===== src/rtl/seq_detect_ctrl.sv =====
// Programmable serial-pattern detector with start/stop sequencing, match counter and threshold irq.
// Latency: out/irq register one clock after the edge that samples the completing bit.
// Backpressure: none on the serial input; cfg_ready is low while a run is active, and writes made then are dropped.
//
// Ports:
//   clk, reset          rising-edge clock, asynchronous active-high reset
//   cfg_valid/cfg_ready config write handshake (pattern, len, overlap, thresh)
//   cfg_pattern         pattern, bit 0 = most recent serial bit
//   cfg_len             pattern length (0 -> 1, >MAXLEN -> MAXLEN)
//   cfg_overlap         1 = matches may share bits
//   cfg_thresh          match count that ends a run, 0 = never
//   start, stop         run control (stop wins in RUN, start wins otherwise)
//   in_valid, in        qualified serial data bit
//   out                 one-cycle match flag
//   busy                high while in RUN
//   match_count         saturating match count of current/last run
//   irq                 one-cycle pulse when the threshold is reached
module seq_detect_ctrl #(
  parameter int MAXLEN = 8,
  parameter int CNT_W  = 8
) (
  input  logic              clk,
  input  logic              reset,
  input  logic              cfg_valid,
  output logic              cfg_ready,
  input  logic [MAXLEN-1:0] cfg_pattern,
  input  logic [3:0]        cfg_len,
  input  logic              cfg_overlap,
  input  logic [CNT_W-1:0]  cfg_thresh,
  input  logic              start,
  input  logic              stop,
  input  logic              in_valid,
  input  logic              in,
  output logic              out,
  output logic              busy,
  output logic [CNT_W-1:0]  match_count,
  output logic              irq
);

  typedef enum logic [1:0] {
    IDLE = 2'd0,
    RUN  = 2'd1,
    DONE = 2'd2
  } state_t;

  localparam logic [MAXLEN-1:0] PAT_RST = MAXLEN'(3);
  localparam logic [3:0]        LEN_MAX = 4'(MAXLEN);

  state_t            state_q, state_d;
  logic [MAXLEN-1:0] pattern_q, pattern_d;
  logic [3:0]        len_q, len_d;
  logic              overlap_q, overlap_d;
  logic [CNT_W-1:0]  thresh_q, thresh_d;
  logic [MAXLEN-1:0] hist_q, hist_d;
  logic [3:0]        fill_q, fill_d;
  logic [CNT_W-1:0]  cnt_q, cnt_d;
  logic              out_q, out_d;
  logic              irq_q, irq_d;

  // Candidate values for a valid bit arriving this cycle.
  logic [MAXLEN-1:0] hist_shift;
  logic [MAXLEN-1:0] len_mask;
  logic [3:0]        fill_inc;
  logic [CNT_W-1:0]  cnt_inc;
  logic              hit;

  always_comb begin
    hist_shift = {hist_q[MAXLEN-2:0], in};
    fill_inc   = (fill_q >= LEN_MAX) ? fill_q : fill_q + 4'd1;
    cnt_inc    = (cnt_q == {CNT_W{1'b1}}) ? cnt_q : cnt_q + CNT_W'(1);
    len_mask   = '0;
    for (int i = 0; i < MAXLEN; i++) begin
      len_mask[i] = (i < int'(len_q));
    end
    // Only the newest len bits take part, and only once len bits have been seen.
    hit = (fill_inc >= len_q) && ((hist_shift & len_mask) == (pattern_q & len_mask));
  end

  always_comb begin
    state_d   = state_q;
    pattern_d = pattern_q;
    len_d     = len_q;
    overlap_d = overlap_q;
    thresh_d  = thresh_q;
    hist_d    = hist_q;
    fill_d    = fill_q;
    cnt_d     = cnt_q;
    out_d     = 1'b0;
    irq_d     = 1'b0;

    // Config is latched whenever no run is active; a same-cycle start then
    // runs with the freshly written values.
    if (cfg_valid && (state_q != RUN)) begin
      pattern_d = cfg_pattern;
      overlap_d = cfg_overlap;
      thresh_d  = cfg_thresh;
      if (cfg_len == 4'd0) begin
        len_d = 4'd1;
      end else if (cfg_len > LEN_MAX) begin
        len_d = LEN_MAX;
      end else begin
        len_d = cfg_len;
      end
    end

    case (state_q)
      IDLE, DONE: begin
        if (start) begin
          state_d = RUN;
          hist_d  = '0;
          fill_d  = 4'd0;
          cnt_d   = '0;
        end
      end
      RUN: begin
        if (stop) begin
          state_d = IDLE;
        end else if (in_valid) begin
          hist_d = hist_shift;
          fill_d = fill_inc;
          if (hit) begin
            out_d = 1'b1;
            cnt_d = cnt_inc;
            // Non-overlapping: forget the bits already consumed by this match.
            if (!overlap_q) begin
              fill_d = 4'd0;
            end
            if ((thresh_q != '0) && (cnt_inc == thresh_q)) begin
              irq_d   = 1'b1;
              state_d = DONE;
            end
          end
        end
      end
      default: begin
        state_d = IDLE;
      end
    endcase
  end

  always_ff @(posedge clk or posedge reset) begin
    if (reset) begin
      state_q   <= IDLE;
      pattern_q <= PAT_RST;
      len_q     <= 4'd2;
      overlap_q <= 1'b1;
      thresh_q  <= '0;
      hist_q    <= '0;
      fill_q    <= 4'd0;
      cnt_q     <= '0;
      out_q     <= 1'b0;
      irq_q     <= 1'b0;
    end else begin
      state_q   <= state_d;
      pattern_q <= pattern_d;
      len_q     <= len_d;
      overlap_q <= overlap_d;
      thresh_q  <= thresh_d;
      hist_q    <= hist_d;
      fill_q    <= fill_d;
      cnt_q     <= cnt_d;
      out_q     <= out_d;
      irq_q     <= irq_d;
    end
  end

  assign cfg_ready   = (state_q != RUN);
  assign busy        = (state_q == RUN);
  assign out         = out_q;
  assign irq         = irq_q;
  assign match_count = cnt_q;

endmodule


===== config.mk =====
export PLATFORM = sky130hd
export DESIGN_NAME = seq_detect_ctrl
export DESIGN_NICKNAME = d
export VERILOG_FILES = /design/src/rtl/seq_detect_ctrl.sv
export SDC_FILE = /design/constraint.sdc
export NUM_CORES = 1
export LEC_CHECK = 0
export CAP_MARGIN = 0
export CELL_PAD_IN_SITES_DETAIL_PLACEMENT = 0
export CELL_PAD_IN_SITES_GLOBAL_PLACEMENT = 1
export CORE_ASPECT_RATIO = 0.8
export CORE_UTILIZATION = 44
export CTS_CLUSTER_SIZE = 28
export DETAILED_ROUTE_END_ITERATION = 16
export DONT_BUFFER_PORTS = 1
export PLACE_DENSITY_LB_ADDON = 0.1
export SLEW_MARGIN = 20
export SYNTH_ARGS = -nofsm -noshare
export SYNTH_HDL_FRONTEND = slang
export SYNTH_SLANG_ARGS = --single-unit

===== constraint.sdc =====
create_clock -name clk -period 2.7 [get_ports clk]
set_clock_uncertainty 0.1 [all_clocks]
set_input_delay 0.54 -clock clk [delete_from_list [all_inputs] [get_ports clk]]
set_output_delay 0.54 -clock clk [all_outputs]
set_load 0.1 [all_outputs]

After elaboration in Yosys (flattened, before gate mapping)
Index checks and enable logic that the tools add are counted.
- bitwise logic cells: 2
- reduce and logical (&&, ||, !) cells: 11
- magnitude comparators: 11
- eq/ne operators: 13
- $add $sub $neg: 2
- muxes and demuxes: 33
- operators by type and width (cell ; number):
    8-bit 2-to-1 mux ; 5
    4-bit 2-to-1 mux ; 8
    8-bit AND ; 2
    8-bit == test ; 2
    3-bit by 4-bit less-than comparator with 1-bit output (first input constant) ; 4
    8-bit case mux with 2 select lines ; 1
    7-bit 2-to-1 mux ; 2
    7-bit case mux with 2 select lines ; 1
    2-bit 2-to-1 mux ; 5
    1-bit 2-to-1 mux ; 9
    8-bit by 1-bit adder with 8-bit output (second input constant) ; 1
    8-bit == test (second input constant) ; 1
    1-bit by 4-bit less-than comparator with 1-bit output (first input constant) ; 2
    2-bit by 4-bit less-than comparator with 1-bit output (first input constant) ; 2
    4-bit case mux with 2 select lines ; 1
    4-bit AND reduction ; 2
    8-bit nonzero test ; 1
    2-bit inequality test (second input constant) ; 3
    3-bit by 2-bit inequality test with 1-bit output (second input constant) ; 2
    5-bit AND reduction ; 1
    4-bit by 1-bit adder with 4-bit output (second input constant) ; 1
    4-bit greater-or-equal comparator ; 1
    4-bit greater-or-equal comparator (second input constant) ; 1
    4-bit greater-than comparator (second input constant) ; 1
    other kinds (10) ; 13
- bits in registers: 44
- input bits: 28
- output and inout port bits: 12
- logic and storage cells: 82

Longest topological paths before layout
- word-level depth: 9
- depth in mapped cells: 11
- depth with buffers taken out: 10

Worst setup path before layout
Ideal clock, no wire load.
- path type: flip-flop to flip-flop
- from: register cnt_q[1], in the netlist match_count[1]
- to: register state_q[0]
- arrival time: 2.770 ns
- setup time: 0.121 ns
- stages on the path, launching flop included: 9
- period minus slack after synthesis: 2.991 ns
- path slack: -0.291 ns
- path buffers: 1
- data required time: 2.479 ns
- cell sequence: dfrtp_1 > ha_1 > and4_1 > buf_2 > a21oi_1 > a31oi_1 > xor2_1 > or4_1 > o22a_1
- cells in the longest elaborated chain, start to end: 6
- elaborated cells on any way between the ends: 7
- classes of those cells: 1 x add/sub; 3 x eq/ne; 1 x mux; 2 x reduce/logical
- RTL lines (item ; RTL line ; text):
    from (decl) ; 56 ; logic [CNT_W-1:0] cnt_q, cnt_d;
    from (signal assigned) ; 161 ; cnt_q <= cnt_d;
    8-bit by 1-bit adder with 8-bit output or 8-bit == test (tied branches) ; 70 ; cnt_inc = (cnt_q == {CNT_W{1'b1}}) ? cnt_q : cnt_q + CNT_W'(1);
    8-bit 2-to-1 mux (*) ; 70 ;
    8-bit == test (*) ; 128 ; if ((thresh_q != '0) && (cnt_inc == thresh_q)) begin
    1-bit logical AND (*) ; 128 ;
    3-bit by 2-bit inequality test with 1-bit output (no source line) (*) ; - ;
    4-bit AND reduction (no source line) (*) ; - ;
    to (signal assigned) ; 154 ; state_q <= state_d;
    to (decl) ; 49 ; state_t state_q, state_d;
Mark *: on every way between the ends. The rest lies on a longest branch, timed or not.
A chain may end at the register's enable or synchronous reset.

Worst setup path in the final report
- from: register fill_q[0]
- to: register cnt_q[4], in the netlist match_count[4]
- cells in the longest elaborated chain, start to end: 6
- elaborated cells on any way between the ends: 7
- classes of those cells: 1 x add/sub; 2 x order compare; 1 x eq/ne; 1 x mux; 2 x reduce/logical
- RTL lines (item ; RTL line ; text):
    from (decl) ; 55 ; logic [3:0] fill_q, fill_d;
    from (signal assigned) ; 160 ; fill_q <= fill_d;
    4-bit by 1-bit adder with 4-bit output or 4-bit greater-or-equal comparator (tied branches) ; 69 ; fill_inc = (fill_q >= LEN_MAX) ? fill_q : fill_q + 4'd1;
    4-bit 2-to-1 mux (*) ; 69 ;
    4-bit greater-or-equal comparator (*) ; 76 ; hit = (fill_inc >= len_q) && ((hist_shift & len_mask) == (pattern_q & len_mask));
    1-bit logical AND (*) ; 76 ;
    2-bit by 1-bit inequality test with 1-bit output (no source line) (*) ; - ;
    5-bit AND reduction (no source line) (*) ; - ;
Marks and branches as above.

==> metrics <==
outcome=complete, no violations; share of the clock period used by the worst path=98.2%; Clk Tree Root Cell=clkbuf_8; setup repair after global routing missed its margin=yes; number of synthesized register bits=44; Async SR Flop Fraction=100%; port bufs=0; area fraction of the dominant cell type after synthesis=38.8%; routed vias=2100; Critical Path Sink Type=flip-flop; final worst path period need=2.65 ns; final WL=6.09 mm; remaining number of nets flagged by the antenna check after routing=0; largest area contributor in the netlist=dfrtp_1; maximum number of pins on one net before global-route repair=45; total clock sinks=44; fraction of final layout cells with drive strength greater than 1=30.7%; htree depth=2; Mapped Nets=296; area of all placed cells without fillers=3020 um^2; layout net count=321; max_cap viols=0; Worst Tran Pin Value=0.874 ns; final HPWL from detailed placement=4.50 mm; GRT Util Overall=21.7%; ant diodes=0; data required time of the worst path=2.81 ns; leading cell types by total area after synthesis=dfrtp_1 39%, mux2_2 8.7%, nand2_1 4.8%, dfstp_2 4.1%, ha_1 3.4%; number of pins exceeding their max-slew limit in the final report=0; clock buffer count from CTS=5; initial antenna violation count=0; vertical die dimension=70.5 um; DR WL/cell=16.7 um; number of hold buffers added after CTS=0; critical path launch point type=flip-flop; most frequent cells after synthesis=40 x dfrtp_1, 33 x nand2_1, 20 x mux2_2; number of placement rows=24; netlist area before placement=2580 um^2; wire length of the first global-routing pass=10.2 mm; most instantiated flip-flop cell in the synthesis netlist=dfrtp_1; worst path arrival time=2.76 ns; highest ir drop seen on vdd=360 uV; layout overhead on the synthesized area=17.1%; clock-pin slew on the worst setup and hold paths=0.09 ns; Synth Instances=261; residual overflow from global routing=0; clock insertion delay at the later pin of the skew report=0.30 ns; ratio of total power to cell area=626 nW/um^2; floorplan die area=6170 um^2; Crit Path Category=reg2reg; I/O pin count=40; Longest Clk Path Bufs=2; starting density of the core=46.4%; Max Freq=377 MHz; weighted congestion at the end of routability-driven global placement=0.922; via count of the first global-routing pass=1925; number of failing setup endpoints in the final timing report=0; most repeated cell in the gate-level netlist after synthesis=dfrtp_1; number of detailed-route iterations in the first pass=4; CTS tree=done; Horiz. Die Dim=87.6 um; utilization after layout=54.3%; cell area after placement=2850 um^2; maximum fanout along the worst path=6; count of flip-flops with a built-in enable after synthesis=0; Synth cell types=50; core region area=5560 um^2; total number of yosys warnings=0; min-delay worst type=in2async; post-synthesis area per instance=9.88 um^2; Slew headroom=41.8%; mean number of vias per cell=5.75; share of the yosys chip area belonging to registers=42.9%; final hold vios=0; leakage power figure=0.00126 uW; post-route DRC violation count=0; First DRT Iteration DRCs=233
[layout by cell type (no fill, tap or decap), drive strengths merged, types with 2 or more instances in the layout]
cell type / instances
nor3: 4
nor2: 14
and2: 3
xnor2: 9
a21oi: 6
dfrtp: 40
nand4: 5
and3: 3
and4: 3
nor4: 3
nand2: 33
a31oi: 10
or4: 3
mux2: 20
a41oi: 2
a311oi: 2
clkbuf: 5
nor2b: 2
a211oi: 6
clkinv: 3
ha: 7
inv: 10
xor2: 9
a2111oi: 3
buf: 30
dfstp: 4
o21ai: 17
nand2b: 7
o31ai: 4
o211ai: 2
nand3: 7
[worst max-delay path, stage by stage, from the launching register on]
cell and delay [ns]:
dfrtp_1 0.36, buf_6 0.12, ha_2 0.19, nand2b_4 0.06, xnor2_2 0.15, ha_2 0.32
o21ai_1 0.06, a222oi_1 0.33, o21ai_2 0.16, nor3_4 0.26, buf_6 0.14, a41oi_2 0.11
a311oi_2 0.20
[final cells by class]
cell class | instances | area (um^2)
Clock buffer | 5 | 68.8
Clock inverter | 3 | 18.8
Fill cell | 516 | 2540
Inverter | 10 | 37.5
Multi-Input combinational cell | 195 | 1430
Sequential cell | 44 | 1110
Tap cell | 78 | 97.6
Timing Repair Buffer | 30 | 249
[power breakdown]
group          internal, uW  total, uW  switching [uW]  leakage, uW
logic                   285        631             346     0.000658
registers               758        843            85.3     0.000550
clock network           181        417             236    0.0000479
total                  1220       1890             667      0.00126
[final timing paths]
| path | start | to | slack [ns] | depth (start not counted) |
|---|---|---|---|---|
| setup / recovery | fill_q[0] | match_count[4] | 0.05 | 12 |
| hold / removal | reset | thresh_q[2] | 0.15 | 2 |
| setup reg to reg | fill_q[0] | match_count[4] | 0.05 | 12 |
| hold reg to reg | hist_q[6] | hist_q[6] | 0.41 | 2 |
| max in group asynchronous | reset | match_count[2] | 1.92 | 2 |
| min in group clk | cfg_len[3] | len_q[0] | 0.23 | 1 |
[registers in the layout, summed over array words and instances (netlist names)]
signal	count
hist_q	7
irq	1
match_count	8
out	1
thresh_q	8
state_q	2
pattern_q	8
overlap_q	1
fill_q	4
len_q	4
[cells by family after synthesis]
group | Yosys count | share of synthesized area [%]
flops | 44 | 42.9
mux | 21 | 9.13
simple gates | 90 | 17.9
buf+inv | 22 | 3.54
xor+xnor | 18 | 6.12
fa+ha+maj | 7 | 3.40
compound gates | 59 | 17.0
[per-stage QoR]
step | TNS (ns) | power [uW] | std cells | hold WS, ns | worst slack (ns)
after floorplan | -0.0501 | 1270 | 261 | 0.370 | -0.0501
after global placement | 0 | 1420 | 355 | 0.384 | 0.0723
after detailed placement | 0 | 1430 | 355 | 0.392 | 0.0229
after CTS | 0 | 1850 | 363 | 0.175 | 0.0198
after global routing | -0.256 | 2010 | 365 | 0.202 | -0.0792
final | 0 | 1890 | 365 | 0.150 | 0.0491
[layer usage]
layer / vias up / GRT usage (%) / share of wire, %
met5: - / 0 / 0
met4: 0 / 4.55 / 0.48
met3: 2 / 5.08 / 9.1
met2: 84 / 27.1 / 39
met1: 1003 / 36.4 / 51
li1: 1011 / - / -
[timing repair]
action	CTS	global route
endpoints found under the setup margin	0	12
buffers inserted	0	2
gates resized for setup	0	15
Power figures use the tool's default switching activity.
